[src/rtl/lsu_arbiter.sv]
// Round-robin arbiter that shares the memory_control load/store port between the
// integer LSU (port 0) and the FP LSU (port 1), one access per transaction.
module lsu_arbiter #(
    parameter int unsigned FIRST_PRIO = 0,
    parameter logic [11:0] MAP_TOP    = 12'h5FF
) (
    input  logic        clk_i,
    input  logic        rst_ni,

    input  logic        r0_req_i,
    input  logic [3:0]  r0_op_i,
    input  logic [11:0] r0_addr_i,
    input  logic [31:0] r0_wdata_i,
    output logic        r0_gnt_o,
    output logic        r0_rvalid_o,
    output logic [31:0] r0_rdata_o,
    output logic        r0_err_o,

    input  logic        r1_req_i,
    input  logic [3:0]  r1_op_i,
    input  logic [11:0] r1_addr_i,
    input  logic [31:0] r1_wdata_i,
    output logic        r1_gnt_o,
    output logic        r1_rvalid_o,
    output logic [31:0] r1_rdata_o,
    output logic        r1_err_o,

    output logic [11:0] mem_addr_o,
    output logic        mem_wren_o,
    output logic [3:0]  mem_op_o,
    output logic [31:0] mem_st_data_o,
    input  logic [31:0] mem_data_i
);

    typedef enum logic [1:0] {
        IDLE,
        ACCESS,
        RESP
    } state_t;

    localparam logic PRIO_RST = (FIRST_PRIO != 0);

    state_t      state_q, state_d;
    logic        prio_q, prio_d;
    logic        port_q, port_d;
    logic [3:0]  op_q, op_d;
    logic [11:0] addr_q, addr_d;
    logic [31:0] wdata_q, wdata_d;
    logic [31:0] rdata_q, rdata_d;
    logic        err_q, err_d;

    logic        gnt0, gnt1;
    logic [3:0]  selOp;
    logic [11:0] selAddr;
    logic [31:0] selWdata;
    logic        selValid;
    logic        latchedStore;
    logic        inAccess;
    logic        inResp;

    // Arbitration: a lone request wins outright, a tie goes to the priority holder.
    always_comb begin
        gnt0 = 1'b0;
        gnt1 = 1'b0;
        if (state_q == IDLE) begin
            if (r0_req_i && (!r1_req_i || !prio_q)) begin
                gnt0 = 1'b1;
            end else if (r1_req_i) begin
                gnt1 = 1'b1;
            end
        end
    end

    assign selOp    = gnt1 ? r1_op_i    : r0_op_i;
    assign selAddr  = gnt1 ? r1_addr_i  : r0_addr_i;
    assign selWdata = gnt1 ? r1_wdata_i : r0_wdata_i;
    assign selValid = (selOp >= 4'd1) && (selOp <= 4'd8) && (selAddr <= MAP_TOP);

    assign latchedStore = (op_q >= 4'd1) && (op_q <= 4'd3);

    always_comb begin
        state_d = state_q;
        prio_d  = prio_q;
        port_d  = port_q;
        op_d    = op_q;
        addr_d  = addr_q;
        wdata_d = wdata_q;
        rdata_d = rdata_q;
        err_d   = err_q;
        unique case (state_q)
            IDLE: begin
                if (gnt0 || gnt1) begin
                    port_d  = gnt1;
                    op_d    = selOp;
                    addr_d  = selAddr;
                    wdata_d = selWdata;
                    prio_d  = ~gnt1;
                    rdata_d = 32'h0;
                    // Bad requests bypass the memory entirely and answer next cycle.
                    if (selValid) begin
                        err_d   = 1'b0;
                        state_d = ACCESS;
                    end else begin
                        err_d   = 1'b1;
                        state_d = RESP;
                    end
                end
            end
            ACCESS: begin
                rdata_d = latchedStore ? 32'h0 : mem_data_i;
                state_d = RESP;
            end
            RESP: begin
                state_d = IDLE;
            end
            default: begin
                state_d = IDLE;
            end
        endcase
    end

    always_ff @(posedge clk_i or negedge rst_ni) begin
        if (!rst_ni) begin
            state_q <= IDLE;
            prio_q  <= PRIO_RST;
            port_q  <= 1'b0;
            op_q    <= 4'h0;
            addr_q  <= 12'h0;
            wdata_q <= 32'h0;
            rdata_q <= 32'h0;
            err_q   <= 1'b0;
        end else begin
            state_q <= state_d;
            prio_q  <= prio_d;
            port_q  <= port_d;
            op_q    <= op_d;
            addr_q  <= addr_d;
            wdata_q <= wdata_d;
            rdata_q <= rdata_d;
            err_q   <= err_d;
        end
    end

    assign inAccess = (state_q == ACCESS);
    assign inResp   = (state_q == RESP);

    // The memory port is forced to zero outside ACCESS so no stray write can occur.
    assign mem_addr_o    = inAccess ? addr_q  : 12'h0;
    assign mem_op_o      = inAccess ? op_q    : 4'h0;
    assign mem_st_data_o = inAccess ? wdata_q : 32'h0;
    assign mem_wren_o    = inAccess && latchedStore;

    assign r0_gnt_o    = gnt0;
    assign r1_gnt_o    = gnt1;
    assign r0_rvalid_o = inResp && !port_q;
    assign r1_rvalid_o = inResp && port_q;
    assign r0_rdata_o  = r0_rvalid_o ? rdata_q : 32'h0;
    assign r1_rdata_o  = r1_rvalid_o ? rdata_q : 32'h0;
    assign r0_err_o    = r0_rvalid_o && err_q;
    assign r1_err_o    = r1_rvalid_o && err_q;

endmodule

[config.mk]
export PLATFORM = sky130hd
export DESIGN_NAME = lsu_arbiter
export DESIGN_NICKNAME = d
export VERILOG_FILES = /design/src/rtl/lsu_arbiter.sv
export SDC_FILE = /design/constraint.sdc
export NUM_CORES = 1
export LEC_CHECK = 0
export ABC_AREA = 1
export BUFFER_PORTS_ARGS = -buffer_cell sky130_fd_sc_hd__buf_4
export CAP_MARGIN = 25
export CORE_MARGIN = 3
export CORE_UTILIZATION = 48
export DETAILED_ROUTE_END_ITERATION = 8
export PLACE_DENSITY_LB_ADDON = 0.3
export SYNTH_ARGS = -nofsm -noshare
export SYNTH_HDL_FRONTEND = slang
export SYNTH_SLANG_ARGS = --single-unit
export TNS_END_PERCENT = 20
[constraint.sdc]
create_clock -name clk_i -period 4.5 [get_ports clk_i]
set_input_delay 0.9 -clock clk_i [delete_from_list [all_inputs] [get_ports clk_i]]
set_output_delay 0.9 -clock clk_i [all_outputs]
set_load 0.01 [all_outputs]
==> results by stage, run 1 <==
Worst setup path:
- The required time of the critical path is 3.60 ns.
- In this run the worst path has a maximum fanout of 51.
- In this run the worst setup path begins at state_q[1].
- Across all register-to-register paths, the minimum setup slack is 1.85 ns.
- The endpoint class of the critical path is an output port.
- The startpoint identified for the worst register-to-register timing path is state_q[1].
- The worst setup path is launched from a register.
- The arrival time of data at the critical path endpoint is 2.65 ns.
- The worst setup path is of the reg2out kind.
- The number of cells on the worst reg-to-reg path is 5.
- The end of the worst register-to-register path is rdata_q[29].

GRT:
- The met3 layer usage reported by global route is 4.19%.
- In the global route stage, met1 resource usage came out at 31.4%.
- The number of antenna violations at the first check in global routing is 0.
- The first global-routing pass estimated 22.2 mm of wire.
- For met2 alone, demand over resource in global routing was 47.8%.
- The global-route usage over all layers is 26.6%.
- The global routing stage identified its most utilized layer as met2.
- The via count of the first global-routing pass is 4751.
- Entering global routing, the biggest net connects 86 pins.
- The leftover overflow at the end of global routing is 0.

Timing:
- The post-route clock period utilization is 78.8%.
- The worst path in the final design needs a cycle of 3.55 ns, including I/O delays and setup.
- The worst-margin pin slew is 0.987 ns.
- Measured against its own limit, the worst slew margin works out to 34.0%.
- Static timing analysis puts the maximum clock frequency at 282 MHz.
- Summed over all failing endpoints, the final setup total negative slack is 0 ns.
- The number of setup violations in the final report is 0.
- The final count of pins violating max slew is 0.
- The hold violation total from the final report was 0.
- Across the routed clock network, the largest skew measured is 0.0129 ns.
- Setup repair after global routing left no endpoint under its margin.

Placement:
- At the end of routability-driven placement, the weighted congestion stood at 0.889.
- The number of placed instances, taps included, is 918.
- Input and output buffers added on the ports amount to 250.
- The final HPWL from detailed placement is 10.9 mm.
- In this run the cell area measured after placement is 0.00635 mm^2.

Floorplan:
- The number of ports placed on the die boundary is 251.
- The die boundary height is 103 um.
- The initial utilization of the core area, before any placement, comes to 50.4%.
- In this run the standard cell core region covers 0.00893 mm^2.
- The area enclosed by the die boundary is 0.0106 mm^2.
- The number of cell rows is 34.
- The chip width is 103 um.

CTS:
- For the worst-skew pair, the clock arrives at the later sink with an insertion delay of 0.35 ns.
- The root buffer cell chosen for the clock tree is sky130_fd_sc_hd__clkbuf_8.
- For this design, the sink count on the clock tree is 85.
- The deepest level of the CTS H-tree is 3.
- The post-cts gate resize count is 0.
- The quantity of hold-fixing buffers added after cts is 0.
- The clock passes through at most 2 buffers.
- The number of buffers added by the clock tree synthesis step is 9.
- The buffers inserted during post-CTS setup optimization is 0.
- The clock tree from TritonCTS is done.
- The clock-pin slew on the worst setup and hold paths is 0.09 ns.

Flow run:
- The tool flagged a number of max-cap violations equal to 0.

Logic synthesis:
- The per-instance average area after synthesis is 7.53 um^2.
- After synthesis, the netlist uses 25 different library cells.
- The number of nets handed over by synthesis was 730.
- For this run, the number of Yosys warnings is 0.
- After synthesis the netlist holds a flip-flop and latch count of 85.
- The combined area of all synthesized cells is 0.00450 mm^2.
- The portion of the post-synthesis area used by sequential elements is 47.3%.
- The number of cells produced by synthesis is 598.

Finish:
- The finished cells cover 0.00666 mm^2.
- The utilization of the core after routing is 74.5%.
- 0 antenna diodes ended up in the layout.
- The final-stage net count is 955.
- The footprint of the flip-flops and latches is 0.00213 mm^2.
- The multi-input combinational cells in the finished layout cover a total of 0.00182 mm^2.
- The fraction of layout cells with a size suffix above 1 is 35.0%.
- The finished layout holds 936 standard cells, fillers aside.
- After filler insertion, the fill cell instance count of the layout stands at 656.
- Leaving out fill and tap cells, the most frequent cell in the layout is sky130_fd_sc_hd__buf_4.
- The area growth from synthesis to layout is 47.9%.
- In the layout the commonest cells are sky130_fd_sc_hd__buf_4 (255), sky130_fd_sc_hd__nor2_1 (126), sky130_fd_sc_hd__inv_1 (92).

Route:
- Using the TritonRoute via totals, the vias-per-cell ratio works out to 5.23.
- The routed design has 14.6 mm of wire.
- The count of unresolved DRC violations after routing is 0.
- In the final routed layout, each cell accounts on average for 15.6 um.
- The count of nets left with antenna violations once routing finished came out at 0.
- The via count is 4894.
- The first-pass iteration count of the detailed router is 6.
- The detailed router finished its first iteration with 213 violations.

Hold path:
- The start point of the worst min-delay path is err_q.
- The number of stages on the worst hold path is 2.
- The worst hold path terminates at err_q.
- The min-delay analysis places its worst path in the category reg2reg.

Power:
- The internal power component is 1.96 mW.
- The switching part of the total power is 41.1%.
- The switching power is 1.37 mW.
- The maximum resistive drop on vdd is 0.000328 V.
- The analysis attributes to cell leakage a power of 3.36 nW.
- For this design the ratio of total power to cell area is 500 mW/mm^2.
- Of the total power, combinational logic draws 45.4%.
- The clock network fraction of design power is 19.6%.
- Power comes to 3.33 mW.
- The sequential power share is 35.0%.

Run status:
- The flow ran to the end, and the final reports show no timing, DRC or antenna violations.
worst max path at each step:
| stage | to | slack (ns) | depth (start not counted) |
|---|---|---|---|
| 6_report | mem_wren_o | 0.95 | 4 |
| 5_1_grt | mem_wren_o | 0.77 | 4 |
| 4_1_cts | mem_wren_o | 0.94 | 4 |
| 3_5_place_dp | mem_wren_o | 1.35 | 4 |
| 3_3_place_gp | mem_wren_o | 1.53 | 4 |
| 2_1_floorplan | r1_gnt_o | 2.16 | 5 |
stage by stage:
stage | worst slack (ns) | hold slack, ns
after CTS | 0.942 | 0.491
after detailed placement | 1.35 | 0.466
after global placement | 1.53 | 0.468
after global routing | 0.771 | 0.527
final | 0.953 | 0.490
after floorplan | 2.16 | 0.449
power groups by stage:
stage	sequential, mW	clock, mW	combinational (mW)
CTS	1.16	0.659	1.47
global placement	1.16	0	1.41
floorplan	1.14	0	1.03
detailed placement	1.18	0	1.47
finish	1.17	0.651	1.51
global route	1.19	0.695	1.68
critical path, cell delays in order (launching register included):
cell and delay (ns):
sky130_fd_sc_hd__dfrtp_1 0.43, sky130_fd_sc_hd__inv_2 0.45, sky130_fd_sc_hd__nand2_2 0.70, sky130_fd_sc_hd__nor4_1 0.50, sky130_fd_sc_hd__buf_4 0.20
cells in the mapped netlist:
cell | number | share of area [%]
sky130_fd_sc_hd__o21ai_1 | 1 | 0.11
sky130_fd_sc_hd__nand3_2 | 2 | 0.44
sky130_fd_sc_hd__buf_2 | 13 | 1.4
sky130_fd_sc_hd__buf_4 | 1 | 0.17
sky130_fd_sc_hd__nand4_1 | 2 | 0.28
sky130_fd_sc_hd__nand2_4 | 2 | 0.50
sky130_fd_sc_hd__inv_2 | 2 | 0.17
sky130_fd_sc_hd__nor2_1 | 126 | 11
sky130_fd_sc_hd__a21oi_2 | 1 | 0.19
sky130_fd_sc_hd__clkbuf_1 | 26 | 2.2
sky130_fd_sc_hd__nand3_1 | 58 | 6.4
sky130_fd_sc_hd__nand3b_1 | 1 | 0.17
sky130_fd_sc_hd__clkinv_1 | 1 | 0.083
sky130_fd_sc_hd__nand2_2 | 4 | 0.56
sky130_fd_sc_hd__nor2_4 | 4 | 1.0
sky130_fd_sc_hd__nor3_1 | 3 | 0.33
sky130_fd_sc_hd__a21oi_1 | 1 | 0.11
sky130_fd_sc_hd__o211ai_1 | 33 | 5.5
sky130_fd_sc_hd__inv_1 | 92 | 7.7
sky130_fd_sc_hd__o22ai_1 | 40 | 5.6
sky130_fd_sc_hd__dfrtp_1 | 85 | 47
sky130_fd_sc_hd__o21ai_0 | 15 | 1.7
sky130_fd_sc_hd__nor4_1 | 1 | 0.14
sky130_fd_sc_hd__buf_6 | 3 | 0.75
sky130_fd_sc_hd__nand2_1 | 81 | 6.8
registers in the layout, summed over array words and instances, names as in the netlist:
| name | flops |
|---|---|
| addr_q | 12 |
| op_q | 4 |
| wdata_q | 32 |
| port_q | 1 |
| rdata_q | 32 |
| state_q | 2 |
| err_q | 1 |
| prio_q | 1 |
logic make-up (layout without fill, tap and decap cells):
kind of cell | after synthesis | in the layout | synth area share, %
DFF | 85 | 85 | 47.3
buffers and inverters | 138 | 368 | 12.5
and+or+nand+nor | 284 | 284 | 27.1
AOI/OAI and AO/OA | 91 | 91 | 13.1
final cells by class:
class / instances / share of cell area (%)
repair buffers: 257 / 29.6
clock inverters: 7 / 1.84
clock buffers: 9 / 1.86
multi-input cells: 375 / 27.4
inverters: 95 / 5.36
well taps: 108 / 2.03
flip-flops and latches: 85 / 32.0
layer usage:
metal  wire length [um]  vias up
li1                   -     2352
met1               5460     2246
met3               1160       38
met4                541        0
met2               7450      258
met5                  0        -
No activity file was read; power rests on OpenSTA's default activity.
==> run 2: changes to the inputs <==
--- a/config.mk
+++ b/config.mk
@@ -9,7 +9,7 @@
 export BUFFER_PORTS_ARGS = -buffer_cell sky130_fd_sc_hd__buf_4
 export CAP_MARGIN = 25
 export CORE_MARGIN = 3
-export CORE_UTILIZATION = 48
+export CORE_UTILIZATION = 45
 export DETAILED_ROUTE_END_ITERATION = 8
 export PLACE_DENSITY_LB_ADDON = 0.3
 export SYNTH_ARGS = -nofsm -noshare
==> constraint.sdc (replaced) <==
create_clock -name clk_i -period 3.4 [get_ports clk_i]
set_input_delay 0.68 -clock clk_i [delete_from_list [all_inputs] [get_ports clk_i]]
set_output_delay 0.68 -clock clk_i [all_outputs]
set_load 0.01 [all_outputs]
==> results by stage, run 2 (synthesized netlist as in run 1, its figures left out) <==
Run status:
- The run finished with clean final reports.

Worst setup path:
- The delay of the slowest critical-path stage is 0.70 ns (about the same).
- The start point of the critical path is state_q[1].
- The startpoint identified for the worst register-to-register timing path is state_q[1].
- The worst-path cell with the longest stage delay is sky130_fd_sc_hd__inv_1.
- The register-to-register setup slack is 0.71 ns (-1.14 ns).
- The most numerous cell type found on the critical path is sky130_fd_sc_hd__buf_4.
- The capturing element of the worst setup path is r1_rdata_o[11].
- Walking the worst path, the cells encountered are inv_2 -> buf_4 -> nor3_1 -> inv_1 -> nor2_1 -> buf_4.
- In this run the critical register-to-register path is captured at addr_q[4].
- The required time of the critical path is 2.72 ns (-0.88 ns).
- The number of cells on the worst reg-to-reg path is 8 (+3).
- The maximum fanout count along the critical path is 35 (-31%).
- The worst setup path is launched from a register.
- The worst setup path is captured at an output port.
- The arrival time of data at the critical path endpoint came to 2.29 ns (-0.36 ns).
- By startpoint and endpoint, the worst setup path is classified as reg2out.

CTS:
- The number of buffers added by the clock tree synthesis step is 9 (unchanged).
- The post-cts gate resize count is 0 (unchanged).
- The buffer depth of the longest clock path is 2 (unchanged).
- TritonCTS built the clock tree.
- The sink count of the clock tree came to 85 (unchanged).
- The cell sitting at the root of the clock tree is a sky130_fd_sc_hd__clkbuf_8.
- The quantity of hold-fixing buffers added after cts is 0 (unchanged).
- The buffers inserted during post-CTS setup optimization is 0 (unchanged).
- The clock-pin slew on the worst setup and hold paths is 0.08 ns (about the same).
- The clock network latency to the later pin of the worst-skew pair is 0.34 ns (about the same).
- The deepest level of the CTS H-tree is 3 (unchanged).

Power:
- The total power divided by cell area is 649 mW/mm^2 (+30%).
- The clock network fraction of design power is 18.7% (-0.9 points).
- The total chip power is 4.34 mW (+30%).
- The sequential power share is 35.3% (+0.3 points).
- The internal power component came to 2.59 mW (+32%).
- The logic gate share of total power is 46.1% (+0.7 points).
- The static leakage is 3.37 nW (+0.26%).
- The maximum resistive drop on vdd is 0.000396 V (+21%).
- The switching power is 1.75 mW (+28%).
- The switching part of the total power is 40.3% (-0.81 points).

Route:
- The count of unresolved DRC violations after routing is 0 (unchanged).
- The via density per instance was 5.10 (-2.4%).
- The average wire length per cell after detail routing is 14.8 um (-5.3%).
- The via count is 4894 (unchanged).
- The first-pass iteration count of the detailed router is 5 (-1).
- The wire length after detailed routing is 14.2 mm (-2.9%).
- The number of antenna-violating nets in the routed design is 0 (unchanged).
- The iteration-0 DRC count of the detailed router was 224 (+5.2%).

Timing:
- Setup repair after global routing left no endpoint under its margin.
- The hold violation total from the final report is 0 (unchanged).
- The relative slew slack was 38.1% (+4.1 points).
- The worst-margin pin slew is 0.928 ns (-0.0590 ns).
- The number of setup violations in the final report is 0 (unchanged).
- The worst slack on hold paths is 0.306 ns (-0.184 ns).
- For the finished layout, the period the worst path requires is 2.97 ns.
- The slack of the critical path is 0.427 ns (-0.526 ns).
- The upper clock frequency limit is 336 MHz.
- The final count of pins violating max slew was 0 (unchanged).
- The post-route clock period utilization is 87.4%.
- The largest clock skew in the final design is 0.0122 ns (-0.000698 ns).
- The post-route setup TNS came to 0 ns (unchanged).

GRT:
- The wire length of the first global-routing pass was 22.4 mm (+1.1%).
- The met3 layer usage reported by global route was 5.22% (+1.0 points).
- In this run the most used layer during global routing was met2.
- The via count of the first global-routing pass is 4760 (+0.19%).
- The number of antenna violations at the first check in global routing is 0 (unchanged).
- The global-route usage over all layers is 24.4% (-2.2 points).
- The maximum number of pins on one net before global-route repair was 86 (unchanged).
- The leftover overflow at the end of global routing came to 0 (unchanged).
- The met2 layer usage reported by global route is 43.7% (-4.1 points).
- The met1 track demand over resource in global routing came to 29.2% (-2.2 points).

Hold path:
- The path category of the worst min-delay check is in2async.

Finish:
- The number of inserted diodes is 0 (unchanged).
- The most frequent standard cell in the layout excluding fill and tap cells is sky130_fd_sc_hd__buf_4.
- The final-stage net count was 958 (+0.31%).
- In the layout the commonest cells are sky130_fd_sc_hd__buf_4 (258), sky130_fd_sc_hd__nor2_1 (126), sky130_fd_sc_hd__inv_1 (92).
- The signed area change from the synthesized netlist to the final layout is 48.5%.
- The fraction of layout cells with a size suffix above 1 came to 35.2% (+0.16 points).
- In the final layout, the registers with the most flip-flops are rdata_q x32, wdata_q x32, addr_q x12.

Floorplan:
- The chip width came to 106 um (+3.1%).
- The area enclosed by the die boundary is 0.0112 mm^2 (+6.3%).
- The die boundary height is 106 um (+3.1%).
- The number of ports placed on the die boundary is 251 (unchanged).
- The effective utilization at floorplan is 47.6% (-2.8 points).
- The floorplan core area is 0.00946 mm^2 (+5.9%).
- The number of cell rows is 35 (+2.9%).

Placement:
- The count of buffers inserted at the top-level ports is 250 (unchanged).
- The routability-driven placement congestion ratio is 0.890 (+0.19%).
- The worst setup timing slack at the placement stage is 0.727 ns (-0.618 ns).
- The final HPWL from detailed placement is 10.6 mm (-2.8%).

Flow run:
- The number of max-capacitance violations reported is 0 (unchanged).
run 2: metal layers:
layer / up-vias / wire, um
li1: 2358 / -
met1: 2289 / 5630
met2: 227 / 7160
met3: 20 / 1170
met4: 0 / 223
met5: - / 0
run 2: how the worst min path moves through the flow:
stage               startpoint         end  slack [ns]  cells past startpoint
floorplan               rst_ni   addr_q[0]        0.38                      0
global placement         err_q       err_q        0.48                      2
detailed placement       err_q       err_q        0.48                      2
CTS                      err_q       err_q        0.50                      2
global route            rst_ni  wdata_q[5]        0.33                      1
finish                  rst_ni  wdata_q[5]        0.31                      1
run 2: through the flow:
| stage | std cells | utilization (%) | instance area [um^2] |
|---|---|---|---|
| final | 959 | 70.6 | 6680 |
| after global routing | 959 | 70.6 | 6680 |
| after CTS | 957 | 70.1 | 6640 |
| after detailed placement | 942 | 67.7 | 6400 |
| after global placement | 942 | 67.7 | 6400 |
| after floorplan | 598 | - | 4500 |
run 2: cell type report:
type | count | area, um^2
sequential | 85 | 2130
tap | 129 | 161
fill | 793 | 2780
multi-input combinational | 375 | 1820
clock inverter | 3 | 67.6
timing repair buffer | 260 | 1980
clock buffer | 12 | 165
inverter | 95 | 357
run 2: critical path: cells and delay by family, from the launching register on:
kind                   cells  cell delay (ns)
and+or+nand+nor            2             0.24
buffers and inverters      4             1.29
DFF                        1             0.42
run 2: power by group through the flow:
stage	registers [mW]	logic [mW]	clock network, mW
2_1_floorplan	1.50	1.36	0
3_3_place_gp	1.54	1.88	0
3_5_place_dp	1.55	1.95	0
4_1_cts	1.53	1.96	0.826
5_1_grt	1.56	2.23	0.864
6_report	1.53	2.00	0.809
==> run 3: changes to the inputs <==
--- a/config.mk
+++ b/config.mk
@@ -12,6 +12,7 @@
 export CORE_UTILIZATION = 45
 export DETAILED_ROUTE_END_ITERATION = 8
 export PLACE_DENSITY_LB_ADDON = 0.3
+export SETUP_SLACK_MARGIN = 0.5
 export SYNTH_ARGS = -nofsm -noshare
 export SYNTH_HDL_FRONTEND = slang
 export SYNTH_SLANG_ARGS = --single-unit
==> results by stage, run 3 (synthesized netlist as in run 1, its figures left out) <==
Run status:
- The run finished with clean final reports.

Worst setup path:
- The worst setup path is of the reg2reg kind.
- The worst setup path is captured at a register.
- The critical path goes through inv_2 -> buf_4 -> nand2_2 -> nor2_4 -> nor2_4 -> inv_2 -> o21ai_0 -> o22ai_1.
- On the critical path, the stage with the largest delay is an instance of sky130_fd_sc_hd__inv_2.
- The maximum fanout count along the critical path is 58 (+66%).
- The arrival time of data at the critical path endpoint is 2.95 ns (+0.66 ns).
- The delay of the slowest critical-path stage came to 0.67 ns (-0.03 ns).
- In this run the critical register-to-register path is launched from state_q[1].
- The required time of the critical path is 3.65 ns (+0.93 ns).
- The critical path starts at state_q[1].
- STA classifies the critical path startpoint as a register.

Route:
- The first-pass iteration count of the detailed router came to 5 (unchanged).
- The iteration-0 DRC count of the detailed router is 221 (-1.3%).
- The average wire length per cell after detail routing is 14.9 um (+1.0%).
- The via density per instance is 5.15 (+0.85%).
- The wire length after detailed routing is 14.4 mm (+1.4%).
- The via count is 4956 (+1.3%).
- The count of unresolved DRC violations after routing is 0 (unchanged).
- The number of antenna-violating nets in the routed design came to 0 (unchanged).

Finish:
- The top cell types in the final layout, fill and taps aside, are sky130_fd_sc_hd__buf_4 (261), sky130_fd_sc_hd__nor2_1 (126), sky130_fd_sc_hd__inv_1 (91).
- The fraction of layout cells with a size suffix above 1 is 35.7% (+0.55 points).
- The signed area change from the synthesized netlist to the final layout is 49.7%.
- The number of inserted diodes came to 0 (unchanged).
- The final-stage net count was 962 (+0.42%).
- The multi-input gate area in the final layout is 0.00183 mm^2 (+0.62%).
- The footprint of the flip-flops and latches is 0.00213 mm^2 (unchanged).
- The most frequent standard cell in the layout excluding fill and tap cells is sky130_fd_sc_hd__buf_4.
- The count of filler cells inserted in the layout is 786 (-0.88%).
- The utilization of the core after routing came to 71.2% (+0.56 points).
- The largest registers in the layout are rdata_q x32, wdata_q x32, addr_q x12.

GRT:
- The via count of the first global-routing pass was 4774 (+0.29%).
- The leftover overflow at the end of global routing came to 0 (unchanged).
- The global-route usage over all layers is 24.7% (+0.34 points).
- The number of antenna violations at the first check in global routing was 0 (unchanged).
- The wire length of the first global-routing pass came to 22.7 mm (+1.0%).
- The maximum number of pins on one net before global-route repair is 86 (unchanged).

Placement:
- The final HPWL from detailed placement is 10.6 mm (unchanged).
- The count of buffers inserted at the top-level ports is 250 (unchanged).
- The routability-driven placement congestion ratio is 0.890 (unchanged).

Floorplan:
- The area enclosed by the die boundary was 0.0112 mm^2 (unchanged).
- The die boundary height is 106 um (unchanged).
- The effective utilization at floorplan is 47.6% (unchanged).
- The number of cell rows is 35 (unchanged).
- The chip width is 106 um (unchanged).
- The floorplan core area is 0.00946 mm^2 (unchanged).
- The number of ports placed on the die boundary is 251 (unchanged).

Flow run:
- The number of max-capacitance violations reported was 0 (unchanged).

CTS:
- The clock-pin slew on the worst setup and hold paths was 0.08 ns (about the same).
- The number of buffers added by the clock tree synthesis step was 9 (unchanged).
- The sink count of the clock tree was 85 (unchanged).
- The deepest level of the CTS H-tree is 3 (unchanged).
- TritonCTS built the clock tree.
- The buffer depth of the longest clock path is 2 (unchanged).
- The root buffer cell chosen for the clock tree is sky130_fd_sc_hd__clkbuf_8.
- The clock network latency to the later pin of the worst-skew pair is 0.34 ns (about the same).

Timing:
- The hold violation total from the final report is 0 (unchanged).
- The clock period minus final worst setup slack was 2.71 ns (-0.266 ns).
- The post-route clock period utilization is 79.6% (-7.8 points).
- The worst-margin pin slew was 0.912 ns (-0.0158 ns).
- The number of setup violations in the final report is 0 (unchanged).
- The largest clock skew in the final design came to 0.00884 ns (-0.00334 ns).
- Setup repair after global routing could not meet its margin everywhere.
- The relative slew slack came to 39.2% (+1.1 points).
- The upper clock frequency limit is 369 MHz (+9.8%).
- The post-route setup TNS is 0 ns (unchanged).
- The final count of pins violating max slew is 0 (unchanged).

Power:
- The internal power component is 2.61 mW (+0.76%).
- The static leakage came to 3.38 nW (+0.49%).
- The maximum resistive drop on vdd is 0.000390 V (-1.5%).
- The switching power is 1.77 mW (+1.6%).
- The sequential power share is 34.9% (-0.4 points).
- The clock network fraction of design power was 18.5% (-0.2 points).
- The total power divided by cell area is 651 mW/mm^2 (+0.29%).
- The switching part of the total power was 40.4% (+0.19 points).
- The logic gate share of total power is 46.6% (+0.5 points).

Hold path:
- The path class of the tightest hold or removal check is in2async.
-- run 3: changes by cell type in the layout (fill, tap and decap cells not counted), sizes merged --
cell and change:
buf +3, inv -1, clkinvlp +2
-- run 3: worst max-delay path: cells and delay by family (launching register included) --
| kind | cells | cell delay (ns) |
|---|---|---|
| AO/OA/AOI/OAI | 2 | 0.41 |
| buffers and inverters | 3 | 1.08 |
| flip-flops | 1 | 0.42 |
| AND/OR/NAND/NOR | 3 | 0.66 |
-- run 3: power groups by stage --
stage	Combinational [mW]	Sequential, mW	Clock [mW]
global route	2.27	1.56	0.864
detailed placement	1.95	1.55	0
floorplan	1.36	1.50	0
global placement	1.88	1.54	0
finish	2.04	1.53	0.811
CTS	1.99	1.53	0.826
-- run 3: final cells by class --
class                   instances  share of cell area, %
flip-flops and latches         85                   31.6
repair buffers                263                   29.9
multi-input cells             375                   27.2
inverters                      95                   5.35
clock buffers                  12                   2.45
well taps                     129                   2.40
clock inverters                 3                   1.00
repair inverters                1                  0.111
-- run 3: what timing repair did --
action                                  CTS  global route
gates cloned                              1             0
endpoints found under the setup margin   33            37
buffers inserted                          1             2
resized for setup                         3             1
hold buffers                              0             0
-- run 3: path summary, 6_finish.rpt --
| path | end | slack (ns) | depth (start not counted) |
|---|---|---|---|
| max | addr_q[4] | 0.69 | 8 |
| min reg2reg | err_q | 0.50 | 2 |
| max in group asynchronous | wdata_q[24] | 2.47 | 2 |
| min | rdata_q[10] | 0.31 | 1 |
| min in group clk_i | err_q | 0.50 | 2 |
| max reg2reg | addr_q[4] | 0.69 | 8 |
-- run 3: layer usage --
| metal | routed length, um | GRT usage (%) | up-vias |
|---|---|---|---|
| met5 | 0 | 0 | - |
| met4 | 243 | 7.86 | 0 |
| met3 | 1210 | 5.16 | 22 |
| met2 | 7280 | 44.1 | 245 |
| met1 | 5660 | 29.8 | 2326 |
| li1 | - | - | 2363 |
-- run 3: metrics by stage --
step	area [um^2]	power [mW]	hold slack (ns)	instances	setup slack [ns]
after CTS	6660	4.35	0.502	959	0.482
after floorplan	4500	2.87	0.384	598	1.29
final	6740	4.39	0.311	963	0.693
after global placement	6400	3.42	0.484	942	0.900
after detailed placement	6400	3.50	0.481	942	0.727
after global routing	6740	4.70	0.340	963	0.435
